==> src/rtl/bopit_pkg.sv <==
`default_nettype none
// ------------------------------------------------------------------
// bopit_pkg: command, state and action encodings shared by the Bop-It
// controller, display and audio blocks.            Rev 1.0
// ------------------------------------------------------------------
package bopit_pkg;

  localparam int CMD_W   = 2;
  localparam int ACT_W   = 3;
  localparam int STATE_W = 3;

  localparam logic [CMD_W-1:0] CMD_NONE  = 2'd0;
  localparam logic [CMD_W-1:0] CMD_BOP   = 2'd1;
  localparam logic [CMD_W-1:0] CMD_TWIST = 2'd2;
  localparam logic [CMD_W-1:0] CMD_PULL  = 2'd3;

  localparam int ACT_BOP   = 0;
  localparam int ACT_TWIST = 1;
  localparam int ACT_PULL  = 2;

  localparam logic [STATE_W-1:0] ST_IDLE = 3'd0;
  localparam logic [STATE_W-1:0] ST_ARM  = 3'd1;
  localparam logic [STATE_W-1:0] ST_WAIT = 3'd2;
  localparam logic [STATE_W-1:0] ST_HIT  = 3'd3;
  localparam logic [STATE_W-1:0] ST_OVER = 3'd4;

  // Action pattern that counts as a correct response to a command.
  function automatic logic [ACT_W-1:0] cmd_to_act(input logic [CMD_W-1:0] c);
    logic [ACT_W-1:0] v;
    v            = '0;
    v[ACT_BOP]   = (c == CMD_BOP);
    v[ACT_TWIST] = (c == CMD_TWIST);
    v[ACT_PULL]  = (c == CMD_PULL);
    return v;
  endfunction

endpackage
`default_nettype wire

==> src/rtl/bopit_lfsr.sv <==
`default_nettype none
// ------------------------------------------------------------------
// bopit_lfsr: free-running 8-bit Galois LFSR, x^8+x^6+x^5+x^4+1.
// Rev 1.0
// ------------------------------------------------------------------
module bopit_lfsr #(
  parameter logic [7:0] SEED = 8'hA5
) (
  input  logic       masterclk,
  input  logic       rst,
  output logic [7:0] value
);

  localparam logic [7:0] c_tap_mask = 8'hB8;

  logic [7:0] r_lfsr;

  always_ff @(posedge masterclk or negedge rst) begin
    if (!rst) begin
      r_lfsr <= SEED;
    end else begin
      r_lfsr <= (r_lfsr >> 1) ^ (r_lfsr[0] ? c_tap_mask : 8'h00);
    end
  end

  assign value = r_lfsr;

endmodule
`default_nettype wire

==> src/rtl/bopit_round_ctrl.sv <==
`default_nettype none
// ------------------------------------------------------------------
// bopit_round_ctrl: issues random commands, times responses in ticks,
// keeps score and shrinks the window as the score grows.   Rev 1.0
// ------------------------------------------------------------------
module bopit_round_ctrl
  import bopit_pkg::*;
#(
  parameter int         INIT_LIMIT    = 8,
  parameter int         MIN_LIMIT     = 2,
  parameter int         SPEEDUP_EVERY = 4,
  parameter int         MAX_SCORE     = 99,
  parameter int         SCORE_W       = 7,
  parameter logic [7:0] LFSR_SEED     = 8'hA5
) (
  input  logic               masterclk,
  input  logic               rst,
  input  logic               tick,
  input  logic               start,
  input  logic [ACT_W-1:0]   act,
  output logic [CMD_W-1:0]   cmd,
  output logic               cmd_valid,
  output logic [3:0]         time_left,
  output logic [SCORE_W-1:0] score,
  output logic               hit_pulse,
  output logic               miss_pulse,
  output logic               game_over,
  output logic               game_won
);

  localparam int SUCC_W = $clog2(SPEEDUP_EVERY + 1);

  localparam logic [3:0]         c_init_limit = 4'(INIT_LIMIT);
  localparam logic [3:0]         c_min_limit  = 4'(MIN_LIMIT);
  localparam logic [SCORE_W-1:0] c_max_score  = SCORE_W'(MAX_SCORE);
  localparam logic [SUCC_W-1:0]  c_succ_last  = SUCC_W'(SPEEDUP_EVERY - 1);

  logic [STATE_W-1:0] r_state;
  logic [STATE_W-1:0] w_next_state;
  logic [CMD_W-1:0]   r_cmd;
  logic [3:0]         r_time_left;
  logic [3:0]         r_limit;
  logic [SCORE_W-1:0] r_score;
  logic [SUCC_W-1:0]  r_succ;
  logic               r_miss;

  logic [7:0]         w_lfsr;
  logic [CMD_W-1:0]   w_rand_cmd;
  logic               w_act_any;
  logic               w_act_ok;
  logic               w_expire;

  bopit_lfsr #(
    .SEED (LFSR_SEED)
  ) u_lfsr (
    .masterclk (masterclk),
    .rst       (rst),
    .value     (w_lfsr)
  );

  assign w_rand_cmd = CMD_W'(w_lfsr % 8'd3) + 2'd1;
  assign w_act_any  = |act;
  assign w_act_ok   = (act == cmd_to_act(r_cmd));
  assign w_expire   = tick && (r_time_left == 4'd1);

  always_ff @(posedge masterclk or negedge rst) begin
    if (!rst) begin
      r_state <= ST_IDLE;
    end else begin
      r_state <= w_next_state;
    end
  end

  // A response arriving with the expiring tick is judged first: act wins.
  always_comb begin
    w_next_state = r_state;
    case (r_state)
      ST_IDLE, ST_OVER: if (start) w_next_state = ST_ARM;
      ST_ARM:           w_next_state = ST_WAIT;
      ST_WAIT: begin
        if (w_act_any) begin
          w_next_state = w_act_ok ? ST_HIT : ST_OVER;
        end else if (w_expire) begin
          w_next_state = ST_OVER;
        end
      end
      ST_HIT:  w_next_state = (r_score == c_max_score) ? ST_OVER : ST_ARM;
      default: w_next_state = ST_IDLE;
    endcase
  end

  always_ff @(posedge masterclk or negedge rst) begin
    if (!rst) begin
      r_cmd       <= CMD_NONE;
      r_time_left <= '0;
      r_limit     <= c_init_limit;
      r_score     <= '0;
      r_succ      <= '0;
      r_miss      <= 1'b0;
    end else begin
      r_miss <= 1'b0;
      case (r_state)
        ST_IDLE, ST_OVER: begin
          if (start) begin
            r_score <= '0;
            r_succ  <= '0;
            r_limit <= c_init_limit;
          end
        end
        ST_ARM: begin
          r_cmd       <= w_rand_cmd;
          r_time_left <= r_limit;
        end
        ST_WAIT: begin
          if (w_act_any) begin
            if (w_act_ok) begin
              if (r_score != c_max_score) r_score <= r_score + SCORE_W'(1);
            end else begin
              r_miss <= 1'b1;
            end
          end else if (tick) begin
            r_time_left <= r_time_left - 4'd1;
            if (w_expire) r_miss <= 1'b1;
          end
        end
        ST_HIT: begin
          if (r_succ == c_succ_last) begin
            r_succ <= '0;
            if (r_limit > c_min_limit) r_limit <= r_limit - 4'd1;
          end else begin
            r_succ <= r_succ + SUCC_W'(1);
          end
        end
        default: ;
      endcase
    end
  end

  always_comb begin
    cmd       = CMD_NONE;
    cmd_valid = 1'b0;
    hit_pulse = 1'b0;
    game_over = 1'b0;
    game_won  = 1'b0;
    case (r_state)
      ST_WAIT: begin
        cmd       = r_cmd;
        cmd_valid = 1'b1;
      end
      ST_HIT:  hit_pulse = 1'b1;
      ST_OVER: begin
        game_over = 1'b1;
        game_won  = (r_score == c_max_score);
      end
      default: ;
    endcase
  end

  assign time_left  = r_time_left;
  assign score      = r_score;
  assign miss_pulse = r_miss;

endmodule
`default_nettype wire
==> config.mk <==
export PLATFORM = sky130hd
export DESIGN_NAME = bopit_round_ctrl
export DESIGN_NICKNAME = d
export VERILOG_FILES = /design/src/rtl/bopit_pkg.sv /design/src/rtl/bopit_lfsr.sv /design/src/rtl/bopit_round_ctrl.sv
export SDC_FILE = /design/constraint.sdc
export NUM_CORES = 1
export LEC_CHECK = 0
export CORE_UTILIZATION = 55
export CTS_BUF_LIST = sky130_fd_sc_hd__clkbuf_16
export DETAILED_ROUTE_END_ITERATION = 16
export GPL_TIMING_DRIVEN = 0
export HOLD_SLACK_MARGIN = 0.15
export PLACE_DENSITY = 0.75
export SETUP_SLACK_MARGIN = 0.1
export SYNTH_ARGS = -nofsm -noshare
export SYNTH_HDL_FRONTEND = slang
export SYNTH_SLANG_ARGS = --single-unit
==> constraint.sdc <==
create_clock -name masterclk -period 4.7 [get_ports masterclk]
set_clock_uncertainty 0.2 [all_clocks]
set_input_delay 0.94 -clock masterclk [delete_from_list [all_inputs] [get_ports masterclk]]
set_output_delay 0.94 -clock masterclk [all_outputs]
set_load 0.05 [all_outputs]
==> impl_metrics.tcl, run 1 <==
set metrics [dict create \
    cp_max_fo 10 \
    rows 21 \
    io_buffers 24 \
    drc 0 \
    grt_pass1_vias 1710 \
    cp.required_ps 3560 \
    synth_area_per_cell_um2 9.134 \
    ctsResizeCount 0 \
    pwr-share-seq_pct 33.2 \
    vdd_drop_max_v 0.0002934 \
    fin_crit_ps 3946 \
    tns_ps 0 \
    first_iter_violations 107 \
    track_usage_pct 24.54 \
    p_int_mw 0.7384 \
    synth_edf_count 0 \
    fin_util_pct 72.20 \
    yosys_warnings 0 \
    synthToLayoutAreaGrowth_pct 22.73 \
    worstPathArrival_ps 2810 \
    wl_per_cell_um 14.79 \
    worstMarginPinSlew_ps 849.7 \
    worst_skew_pair.late_latency_ps 270 \
    antenna_left 0 \
    synthesis.nets 235 \
    dr.pass1.iters 4 \
    comb_power_share_pct 37.1 \
    synth_top_area_cell "dfrtp_1" \
    rr_worst_depth 14 \
    critPathCaptureType "primary output" \
    path_cells "or3b_2, inv_1, clkbuf_1, and2_1, clkdlybuf4s50_1" \
    hpwl_um 3207 \
    viasPerCell 5.762 \
    drv_cap 0 \
    synth_top_area_share_pct 33.62 \
    whs_path_depth 0 \
    drive_gt1_share_pct 10.71 \
    p_per_area_nw_per_um2 490.0 \
    ios 25 \
    grt_overflow_total 0 \
    hp-class "reg2reg" \
    clock-root-buffer "clkbuf_16" \
    swShare_pct 38.90 \
    synthArstFlopShare_pct 100.0 \
    rsz0062_at_grt "false" \
    synth.area.top_cells "dfrtp_1, dfstp_2, ha_1" \
    ys_types 52 \
    ys.flop_type "dfrtp_1" \
    synthTopCellsByCount "dfrtp_1, nand2_1, nor2_1" \
    yosysSeqAreaShare_pct 40.16 \
    synth-seq-cells 32 \
    routed_wl_um 4408 \
    hold_viol 0 \
    synth_cells 220 \
    clock_sinks 32 \
    antenna_found_initial 0 \
    die_h_um 62.45 \
    cts_tree "done" \
    cpMaxStageDelayCell "clkdlybuf4s50_1" \
    syn_area_um2 2009 \
    period_share_pct 83.96 \
    critical_path_class "reg2out" \
    clkTransAtPathRegs_ps 50 \
    switchingPower_mw 0.4700 \
    power_frac_clock_pct 29.7 \
    cts.path.max_buffers 2 \
    grt_first_pass_wirelength_um 7686 \
    synth.most_common_cell "dfrtp_1" \
    p_leak_nw 1.077 \
    hold_buffers 0 \
    fmax_mhz 253.4 \
    num_vias 1717 \
    place_congestion 0.7842 \
    core_area_um2 3416 \
    diodes 0 \
    status "completed" \
    h-tree-depth 2 \
    setup_violations 0 \
    final_nets 266 \
    slew_headroom_pct 43.23 \
    fp.dieW_um 62.45 \
    grt_max_degree 33 \
    cp_top_family "buffers and inverters" \
    startpoint_type "flop" \
    maxSlewViolCount 0 \
    dieArea_um2 3899 \
    critPathMaxStageDelay_ps 790 \
    cts_buffers 5 \
    path_buf_inv 3 \
    post_cts_buffers 0 \
    initial_core_util_pct 58.83 \
    path_depth 5 \
]
[stage by stage]
step	hold WS [ps]	power [mW]	worst slack, ps	instance area [um^2]	instances
after floorplan	162.9	0.7030	1250	2009	220
after global placement	175.0	0.8233	1098	2307	290
after detailed placement	178.7	0.8484	984.0	2307	290
after CTS	187.2	1.211	773.7	2471	298
after global routing	191.9	1.277	639.5	2466	298
final	187.8	1.208	754.0	2466	298
[per-layer routing]
| metal | vias to the layer above | global-route usage, % | part of all wire (%) | wire length (um) |
|---|---|---|---|---|
| met3 | 6 | 4.380 | 3.8 | 168 |
| met2 | 40 | 40.35 | 49 | 2154 |
| met5 | - | 0 | 0 | 0 |
| met4 | 0 | 8.430 | 1.4 | 61 |
| li1 | 846 | - | - | - |
| met1 | 825 | 32.57 | 46 | 2024 |
[final timing paths]
kind	endpoint	slack, ps	start
worst min-delay path	u_lfsr.value[7]	190	u_lfsr.value[0]
worst max-delay path	cmd[1]	750	r_state[0]
worst min register to register	u_lfsr.value[7]	190	u_lfsr.value[0]
max in group asynchronous	r_cmd[1]	3340	rst
min in group asynchronous	score[4]	510	rst
worst max register to register	r_cmd[1]	940	u_lfsr.value[5]
[worst register-to-register path: stages (launching register included)]
cell	delay, ps
dfstp_2	510
buf_2	170
or4bb_1	520
a21oi_1	140
o22ai_1	140
o311ai_4	130
ha_1	360
a2111oi_4	60
nor2_1	170
inv_1	70
ha_1	220
or4_4	540
nand2_1	140
o221a_1	210
nand3_1	80
[state kept, by name, summed over array words and instances, names as in the netlist]
signal and flops:
miss_pulse 1, r_cmd 2, r_limit 4, r_state 3, r_succ 3, score 7
time_left 4, u_lfsr.value 8
[area by class of cell]
type	instances	area, um^2
plain buffers	8	51.30
clock buffers	5	125.1
clock inverters	3	38.79
fillers	253	949.7
inverters	14	52.55
multi-input cells	166	1099
flip-flops and latches	32	807.0
well taps	46	57.56
repair buffers	24	235.2
[placed cells by master (no fill, tap or decap), types with 6 or more instances in the layout]
| master | synthesis | layout |
|---|---|---|
| nand2b_1 | 8 | 8 |
| nor3_1 | 7 | 7 |
| o21ai_0 | 15 | 15 |
| inv_1 | 13 | 14 |
| a21oi_1 | 12 | 12 |
| clkdlybuf4s50_1 | 0 | 23 |
| nand3b_1 | 6 | 6 |
| xor2_1 | 8 | 8 |
| ha_1 | 8 | 8 |
| dfrtp_1 | 27 | 27 |
| nand3_1 | 10 | 10 |
| nor2_1 | 16 | 16 |
| nand2_1 | 22 | 22 |
[cell families after synthesis]
group	share of synthesized area, %
AOI/OAI and AO/OA	18.06
muxes	0.9963
and+or+nand+nor	25.41
buffers and inverters	5.168
xor gates and xnor gates	5.230
adders and majority gates	4.982
DFF	40.16
[power by group through the flow]
stage,Sequential [mW],Combinational (mW),Clock (mW)
6_report,0.401,0.449,0.359
5_1_grt,0.412,0.491,0.373
4_1_cts,0.399,0.449,0.363
3_5_place_dp,0.403,0.446,0
3_3_place_gp,0.397,0.426,0
2_1_floorplan,0.459,0.244,0
No activity file was read; power rests on OpenSTA's default activity.
==> inputs of run 2 (changes only) <==
--- a/config.mk
+++ b/config.mk
@@ -5,12 +5,12 @@
 export SDC_FILE = /design/constraint.sdc
 export NUM_CORES = 1
 export LEC_CHECK = 0
-export CORE_UTILIZATION = 55
+export CORE_UTILIZATION = 50
 export CTS_BUF_LIST = sky130_fd_sc_hd__clkbuf_16
 export DETAILED_ROUTE_END_ITERATION = 16
 export GPL_TIMING_DRIVEN = 0
 export HOLD_SLACK_MARGIN = 0.15
-export PLACE_DENSITY = 0.75
+export PLACE_DENSITY = 0.72
 export SETUP_SLACK_MARGIN = 0.1
 export SYNTH_ARGS = -nofsm -noshare
 export SYNTH_HDL_FRONTEND = slang
==> constraint.sdc (replaced) <==
create_clock -name masterclk -period 3.2 [get_ports masterclk]
set_clock_uncertainty 0.2 [all_clocks]
set_input_delay 0.64 -clock masterclk [delete_from_list [all_inputs] [get_ports masterclk]]
set_output_delay 0.64 -clock masterclk [all_outputs]
set_load 0.05 [all_outputs]
==> run 2 against run 1 <==
Effect of this change:
- the flow now finishes with violations (setup timing)
- setup slack got worse by 880 ps
- sequential power up 46%
- hold slack got worse by 12 ps
- critical endpoint is now r_cmd[1]
- first-iteration DRC count increased by 45%
- sequential share of layout area decreased by 1.7 points
- final cell count is 3.4% higher
- largest cell class unchanged
- via count is essentially flat
- global-route usage is 1.5 points lower
- final area up 5.4%
- sequential cell count did not move
- largest power group unchanged
==> impl_metrics.tcl, run 2 (same netlist as run 1, synthesis figures left out) <==
set metrics [dict create \
    status "complete, but fails checks" \
    violations "setup timing" \
    p_leak_nw 1.140 \
    mostFrequentLayoutCell "dfrtp_1" \
    fmax_mhz 300.4 \
    p_per_area_nw_per_um2 676.7 \
    path_depth 14 \
    grt_max_degree 33 \
    path_cells "buf_6, or4bb_4, a21oi_2, o22ai_2, o311ai_4, ha_4, a2111oi_4, nor2_1, inv_1, ha_2, or4_4, o2bb2ai_2, o221a_1, nand3_1" \
    routed_wl_um 4277 \
    tns_ps -211.6 \
    slew_headroom_pct 36.94 \
    r2r-start "u_lfsr.value[7]" \
    hold_viol 0 \
    period_share_pct 104.0 \
    cts.path.max_buffers 2 \
    first_iter_violations 155 \
    path_buf_inv 2 \
    cts_buffers 5 \
    cp_top_family "simple AND/OR/NAND/NOR gates" \
    antenna_left 0 \
    num_vias 1716 \
    critPathMaxStageDelay_ps 550 \
    fin_crit_ps 3328 \
    rsz0062_at_grt "true" \
    setup_violations 2 \
    fin_util_pct 69.45 \
    critPathCaptureType "flop" \
    initial_core_util_pct 53.68 \
    diodes 0 \
    maxSlewViolCount 0 \
    largest_register_ffs 8 \
    timing.rr.end "r_cmd[1]" \
    drv_cap 0 \
    core_area_um2 3744 \
    dieArea_um2 4277 \
    grt_overflow_total 0 \
    hold_buffers 0 \
    cts_tree "done" \
    drc 0 \
    worst_skew_pair.late_latency_ps 270 \
    h-tree-depth 2 \
    die_h_um 65.40 \
    dr.pass1.iters 4 \
    fp.dieW_um 65.40 \
    worstMarginPinSlew_ps 943.8 \
    r2r_slack_ps -130 \
    startpoint_type "flop" \
    hold_start "u_lfsr.value[0]" \
    fillerInstances 324 \
    hp-class "reg2reg" \
    critical_path_class "reg2reg" \
    cp_max_fo 7 \
    final_nets 274 \
    track_usage_pct 23.07 \
    grt_pass1_vias 1671 \
    drive_gt1_share_pct 18.85 \
    worstPathArrival_ps 3330 \
    rr_worst_depth 14 \
    clock-root-buffer "clkbuf_16" \
    antenna_found_initial 0 \
    synthToLayoutAreaGrowth_pct 29.39 \
    cpMaxStageDelayCell "dfstp_2" \
    whs_path_depth 0 \
    wl_per_cell_um 13.89 \
    grt_first_pass_wirelength_um 7527 \
    clkTransAtPathRegs_ps 50 \
    viasPerCell 5.571 \
    clock_sinks 32 \
    setup_slack_ps -128.4 \
    startpoint "u_lfsr.value[7]" \
    place_congestion 0.8138 \
    hpwl_um 2913 \
    rows 22 \
    cp.required_ps 3200 \
    io_buffers 24 \
    ios 25 \
    vdd_drop_max_v 0.0005682 \
    worstHoldEndpoint "u_lfsr.value[7]" \
    final_cell_mix "dfrtp_1, nand2_1, clkdlybuf4s50_1, nor2_1, o21ai_0" \
]
## run 2: cell count changes in the layout (fill, tap and decap cells not counted), moves of 2 or more
cell             delta
buf_4               +7
ha_1                -2
clkdlybuf4s50_1     -4
buf_6               +2
## run 2: where the power goes
part	leakage (nW)	internal (mW)	switching, mW
clock network	0.0850	0.362	0.163
logic	0.644	0.225	0.422
registers	0.412	0.492	0.0943
total	1.14	1.08	0.680
## run 2: final cells by class
cell class / instances / area (um^2) / area share [%]
clock buffer: 5 / 125.1 / 4.812
inverter: 14 / 52.55 / 2.021
multi-input combinational: 166 / 1155 / 44.42
clock inverter: 3 / 38.79 / 1.492
sequential: 32 / 807.0 / 31.04
buffer: 8 / 62.56 / 2.406
timing repair buffer: 32 / 299.0 / 11.50
tap: 48 / 60.06 / 2.310
## run 2: repair_timing
| action | in CTS | in global routing |
|---|---|---|
| gates cloned | 0 | 0 |
| pin swaps | 5 | 3 |
| setup endpoints to repair | 5 | 6 |
| resized for setup | 11 | 6 |
| buffers inserted | 8 | 0 |
## run 2: through the flow
stage | hold WS [ps] | area, um^2 | power (mW) | setup slack [ps] | std cells
2_1_floorplan | 144.4 | 2052 | 1.033 | -36.90 | 220
5_1_grt | 183.1 | 2600 | 1.875 | -315.3 | 308
3_5_place_dp | 170.3 | 2347 | 1.236 | -215.0 | 292
6_report | 176.0 | 2600 | 1.759 | -128.4 | 308
3_3_place_gp | 172.6 | 2352 | 1.225 | -211.9 | 292
4_1_cts | 177.6 | 2586 | 1.772 | -113.0 | 308
## run 2: worst max path at each step
stage / end / slack, ps
finish: r_cmd[1] / -130
global route: r_cmd[1] / -320
CTS: r_cmd[1] / -110
detailed placement: r_cmd[1] / -210
global placement: r_cmd[1] / -210
floorplan: r_cmd[1] / -40
## run 2: worst reg2reg max path: stages, from the launching register on
cell       delay (ps)
dfstp_2           550
buf_6             120
or4bb_4           460
a21oi_2           140
o22ai_2            90
o311ai_4          120
ha_4              220
a2111oi_4          40
nor2_1            130
inv_1              60
ha_2              180
or4_4             520
o2bb2ai_2         140
o221a_1           200
nand3_1            80
## run 2: metal layers
| layer | GRT usage, % | vias up | share of wire (%) | routed length, um |
|---|---|---|---|---|
| met5 | 0 | - | 0 | 0 |
| met4 | 7.609 | 0 | 1.2 | 50 |
| met3 | 4.514 | 7 | 3.6 | 154 |
| met2 | 35.95 | 30 | 45 | 1945 |
| met1 | 31.97 | 810 | 50 | 2126 |
| li1 | - | 869 | - | - |
==> inputs of run 3 (changes only) <==
--- a/config.mk
+++ b/config.mk
@@ -7,6 +7,7 @@
 export LEC_CHECK = 0
 export CORE_UTILIZATION = 50
 export CTS_BUF_LIST = sky130_fd_sc_hd__clkbuf_16
+export CTS_CLUSTER_DIAMETER = 200
 export DETAILED_ROUTE_END_ITERATION = 16
 export GPL_TIMING_DRIVEN = 0
 export HOLD_SLACK_MARGIN = 0.15
@@ -14,4 +15,5 @@
 export SETUP_SLACK_MARGIN = 0.1
 export SYNTH_ARGS = -nofsm -noshare
 export SYNTH_HDL_FRONTEND = slang
+export SYNTH_HIERARCHICAL = 1
 export SYNTH_SLANG_ARGS = --single-unit
==> run 3 against run 2 <==
Effect of this change:
- the flow still finishes with violations (setup timing)
- utilization rose by 0.97 points
- sequential share of layout area fell by 0.43 points
- synthesized cell count fell by 0.91%
==> impl_metrics.tcl, run 3 <==
set metrics [dict create \
    status "complete, but fails checks" \
    violations "setup timing" \
    largest_register_ffs 8 \
    grt_overflow_total 0 \
    dr.pass1.iters 4 \
    setup_slack_ps -86.67 \
    critPathCapture "r_cmd[1]" \
    synth_top_area_cell "dfrtp_1" \
    fp.dieW_um 65.14 \
    r2r-start "u_lfsr/value[7]" \
    first_iter_violations 76 \
    ys_types 57 \
    rsz0062_at_grt "true" \
    critPathMaxStageDelay_ps 560 \
    synthesis.nets 233 \
    fmax_mhz 304.3 \
    whs_ps 178.5 \
    r2r_slack_ps -90 \
    h-tree-depth 2 \
    ios 25 \
    p_per_area_nw_per_um2 622.8 \
    tns_ps -140.2 \
    final_cell_mix "dfrtp_1, clkdlybuf4s50_1, nand2_1, o21ai_0, inv_1" \
    cp_max_fo 5 \
    synth.most_common_cell "dfrtp_1" \
    synthTopCellsByCount "dfrtp_1, nand2_1, o21ai_0" \
    clock-root-buffer "clkbuf_16" \
    drc 0 \
    synthToLayoutAreaGrowth_pct 32.27 \
    fillerInstances 287 \
    syn_area_um2 1993 \
    core_area_um2 3744 \
    placed_cell_area_um2 2323 \
    synth_top_area_share_pct 33.90 \
    period_share_pct 102.7 \
    worstPathArrival_ps 3290 \
    final_cells 307 \
    rows 22 \
    io_buffers 24 \
    clkTransAtPathRegs_ps 50 \
    p_leak_nw 1.144 \
    timing.rr.end "r_cmd[1]" \
    viasPerCell 5.560 \
    p_int_mw 0.9889 \
    mostFrequentLayoutCell "dfrtp_1" \
    place_ws_ps -172.5 \
    startpoint "u_lfsr/value[7]" \
    power_frac_clock_pct 26.6 \
    wl_per_cell_um 14.04 \
    slew_headroom_pct 47.26 \
    synth_cells 218 \
    grt_max_degree 33 \
    hold_viol 0 \
    hold_buffers 0 \
    comb_power_share_pct 37.9 \
    synth-seq-cells 32 \
    rr_worst_depth 14 \
    placedCellCount 290 \
    grt_first_pass_wirelength_um 7396 \
    antenna_left 0 \
    cts_buffers 5 \
    worst_skew_pair.late_latency_ps 270 \
    critical_path_class "reg2reg" \
    fin_crit_ps 3287 \
    total_power_mw 1.642 \
    diodes 0 \
    grt_pass1_vias 1635 \
    vdd_drop_max_v 0.0005410 \
    die_h_um 65.14 \
    place_congestion 0.7661 \
    yosys_warnings 6 \
    drive_gt1_share_pct 19.69 \
    final_nets 273 \
    hpwl_um 3008 \
    crit_top_cell "ha_4" \
    dieArea_um2 4243 \
    clock_sinks 32 \
    yosysSeqAreaShare_pct 40.49 \
    synth.area.top_cells "dfrtp_1, dfstp_2, ha_1" \
    routed_wl_um 4311 \
    hp-class "reg2reg" \
    num_vias 1707 \
    swShare_pct 39.77 \
    maxSlewViolCount 0 \
    track_usage_pct 22.60 \
    cts_tree "done" \
    drv_cap 0 \
    synth_edf_count 0 \
    cp.required_ps 3200 \
    switchingPower_mw 0.6529 \
    ys.flop_type "dfrtp_1" \
    cpMaxStageDelayCell "dfstp_2" \
    startpoint_type "flop" \
    worstMarginPinSlew_ps 789.3 \
    cts.path.max_buffers 2 \
    initial_core_util_pct 53.24 \
    critPathCaptureType "flop" \
    setup_violations 2 \
    final_area_um2 2636 \
    synth_area_per_cell_um2 9.143 \
    path_cells "buf_6, nor4bb_1, o21ai_1, a32oi_1, or3_4, ha_4, a211o_1, mux2_4, inv_2, ha_4, or4_4, and2_1, o41a_1, nand3_1" \
    antenna_found_initial 0 \
    pwr-share-seq_pct 35.5 \
    fin_util_pct 70.42 \
    synthArstFlopShare_pct 100.0 \
]
-- run 3: cell types whose count changed in the layout (fill, tap and decap cells not counted), moves of 3 or more --
cell,previous run,this run
or3_1,0,4
nand2_1,21,17
nor2_1,16,12
nand2b_1,8,5
and2_1,3,6
buf_4,10,7
nand3b_1,6,2
-- run 3: layer usage --
layer / global-route usage [%] / wire, um
met1: 28.12 / 2023
met2: 38.80 / 2112
met3: 5.382 / 125
met4: 6.793 / 50
met5: 0 / 0
-- run 3: worst min-delay path by stage --
stage | startpoint | endpoint | slack [ps] | cells after the start
final | u_lfsr/value[3] | u_lfsr/value[2] | 180 | 0
after global placement | u_lfsr/value[3] | u_lfsr/value[2] | 160 | 0
after floorplan | rst | miss_pulse | 140 | 0
after CTS | u_lfsr/value[3] | u_lfsr/value[2] | 180 | 0
after global routing | u_lfsr/value[3] | u_lfsr/value[2] | 190 | 0
after detailed placement | u_lfsr/value[3] | u_lfsr/value[2] | 160 | 0
-- run 3: cells by family (layout without fill, tap and decap cells) --
logic type               count (synthesis)  count (layout)  share of synthesized area (%)
adder cells (fa/ha/maj)                  8               8                          5.022
flip-flops                              32              32                          40.49
buffers and inverters                   23              64                          5.210
multiplexers                             1               1                         0.7531
AND/OR/NAND/NOR                         88              88                          25.86
AO/OA/AOI/OAI                           56              56                          17.89
XOR/XNOR                                10              10                          4.771
-- run 3: critical path, delay by kind of cell, from the launching register on --
family	cells	cell delay [ps]
muxes	1	150
DFF	1	560
adders and majority gates	2	300
AOI/OAI and AO/OA	4	690
and+or+nand+nor	5	1140
buffers and inverters	2	190
-- run 3: power by group through the flow --
stage | registers [mW] | clock network (mW) | logic, mW
floorplan | 0.651 | 0 | 0.368
global placement | 0.581 | 0 | 0.616
detailed placement | 0.585 | 0 | 0.626
CTS | 0.581 | 0.442 | 0.629
global route | 0.595 | 0.464 | 0.689
finish | 0.583 | 0.436 | 0.623
-- run 3: final cells by class --
| type | count | area, um^2 | share of cell area [%] |
|---|---|---|---|
| well taps | 48 | 60.06 | 2.278 |
| clock inverters | 3 | 11.26 | 0.4271 |
| multi-input cells | 163 | 1214 | 46.04 |
| inverters | 16 | 60.06 | 2.278 |
| plain buffers | 7 | 55.05 | 2.088 |
| repair buffers | 33 | 304.0 | 11.53 |
| flip-flops and latches | 32 | 807.0 | 30.61 |
| clock buffers | 5 | 125.1 | 4.746 |
-- run 3: repair_timing --
action / 4_1_cts / 5_1_grt
pin swaps: 7 / 3
cloned: 1 / 0
resized for setup: 6 / 24
endpoints found under the setup margin: 5 / 6
setup buffers: 6 / 2
==> variant: new RTL, config.mk and constraints of run 1 <==
Set the package constant `STATE_W` to 5 (it was 3).
--- a/src/rtl/bopit_pkg.sv
+++ b/src/rtl/bopit_pkg.sv
@@ -7,7 +7,7 @@
 
   localparam int CMD_W   = 2;
   localparam int ACT_W   = 3;
-  localparam int STATE_W = 3;
+  localparam int STATE_W = 5;
 
   localparam logic [CMD_W-1:0] CMD_NONE  = 2'd0;
   localparam logic [CMD_W-1:0] CMD_BOP   = 2'd1;
Check against the original RTL: same outputs for any inputs over 10 cycles, from zero or initial values and one cycle with rst low; that may be too few to reach the edited logic, so the function may still have changed.
==> variant against run 1 <==
Synthesized area fell by 0.37%. Sequential cell count did not move. Design area fell by 1.5%. Count of clock-buffer cells in the layout did not move. Worst setup slack improved by 0.10 ns. Clock power fell by 16%. Non-clock buffer count rose by 1. Total power fell by 6.6%. Routed wire length fell by 3.3%. Largest cell class unchanged.
==> variant: results (changes against run 1) <==
=================================================================================================================
Run status ......................................................................................... finished, final reports clean
Length of routed met3 wiring .......................................................................       154 um   -8.3%
Compound-Gate Fraction of Synth Area ...............................................................        17.1%   -0.99 points
Sequential Power ...................................................................................     0.397 mW   -1%
Transition time of the tightest slew-check pin .....................................................     0.777 ns   -0.0728 ns
Internal Dissipation ...............................................................................     0.677 mW   -8.3%
Data-path buffer share of cell area in the final layout ............................................        12.1%   +0.49 points
Share of synthesized area occupied by flip-flops and latches .......................................        40.3%   +0.15 points
Met2 layer usage reported by global route ..........................................................        41.6%   +1.3 points
Type of the worst min-delay path ................................................................... flop to flop
Power drawn by the clock network ...................................................................     0.300 mW   -16%
Leakage power ......................................................................................      1.08 nW   +0.41%
Top post-synthesis cells by area ................................................................... sky130_fd_sc_hd__dfrtp_1, sky130_fd_sc_hd__dfstp_2, sky130_fd_sc_hd__ha_1
Critical Path AT ...................................................................................      2.70 ns   -0.11 ns
Top cells by instance count after synthesis ........................................................ sky130_fd_sc_hd__dfrtp_1, sky130_fd_sc_hd__nand2_1, sky130_fd_sc_hd__o21ai_0
Average wire length per cell after detail routing ..................................................      14.4 um   -2.9%
Vias/cell ..........................................................................................         5.67   -1.7%
Number of non-clock buffers in the layout ..........................................................           33   +3.1%
Vias in the first global route .....................................................................         1629   -4.7%
Wire length of the first global-routing pass .......................................................      7.40 mm   -3.8%
Half-perimeter wire length after detailed placement ................................................      3.04 mm   -5.2%
Fillers ............................................................................................          255   +0.79%
Overall global routing resource usage ..............................................................        24.7%   +0.18 points
Maximum fanout encountered on the critical timing path .............................................            6   -4
Violation count after the first detailed-routing iteration .........................................          119   +11%
Met2 WL post-DR ....................................................................................      2.04 mm   -5.3%
Arithmetic-cell share of the synthesized area counting full adders, half adders and majority gates .        5.00%   +0.019 points
Net Count, Synth ...................................................................................          235   unchanged
Multi-Input Combinational ..........................................................................          165   -0.60%
Area of the multi-input gates ......................................................................     1080 um2   -1.4%
Share of cell area taken by muxes after synthesis ..................................................       0.750%   -0.25 points
Met3 demand-to-capacity share in global routing ....................................................        6.62%   +2.2 points
Met1 WL ............................................................................................      2.00 mm   -1.2%
Total wirelength of the detailed-routed design .....................................................      4.26 mm   -3.3%
Layout cells sized above 1 .........................................................................        9.96%   -0.75 points
Post-Place Cell Area ...............................................................................     2290 um2   -0.54%
Worst supply voltage drop on vdd ...................................................................     0.411 mV   +40%
Sequential cell fraction of total power ............................................................        35.2%   +2.0 points
=================================================================================================================
## variant: worst paths after layout
check                                start              end  slack (ns)  cells past startpoint
max                               score[0]         game_won        0.86                      5
min                        u_lfsr.value[3]  u_lfsr.value[2]        0.17                      0
max reg2reg                u_lfsr.value[5]         r_cmd[1]        0.94                     14
min reg2reg                u_lfsr.value[3]  u_lfsr.value[2]        0.17                      0
max in group asynchronous              rst       r_state[2]        3.34                      1
min in group asynchronous              rst         score[2]        0.51                      1
## variant: worst max-delay path, delay by kind of cell (launching register included)
family	cells	cell delay (ns)
adder cells (fa/ha/maj)	1	0.24
buffers and inverters	1	0.80
flip-flops	1	0.44
AND/OR/NAND/NOR	3	0.95
## variant: stage by stage
step / utilization [%] / setup WS [ns]
final: 71.1 / 0.857
after global routing: 71.1 / 0.701
after CTS: 71.1 / 0.868
after detailed placement: 67.2 / 0.987
after global placement: 67.3 / 1.10
after floorplan: - / 1.22
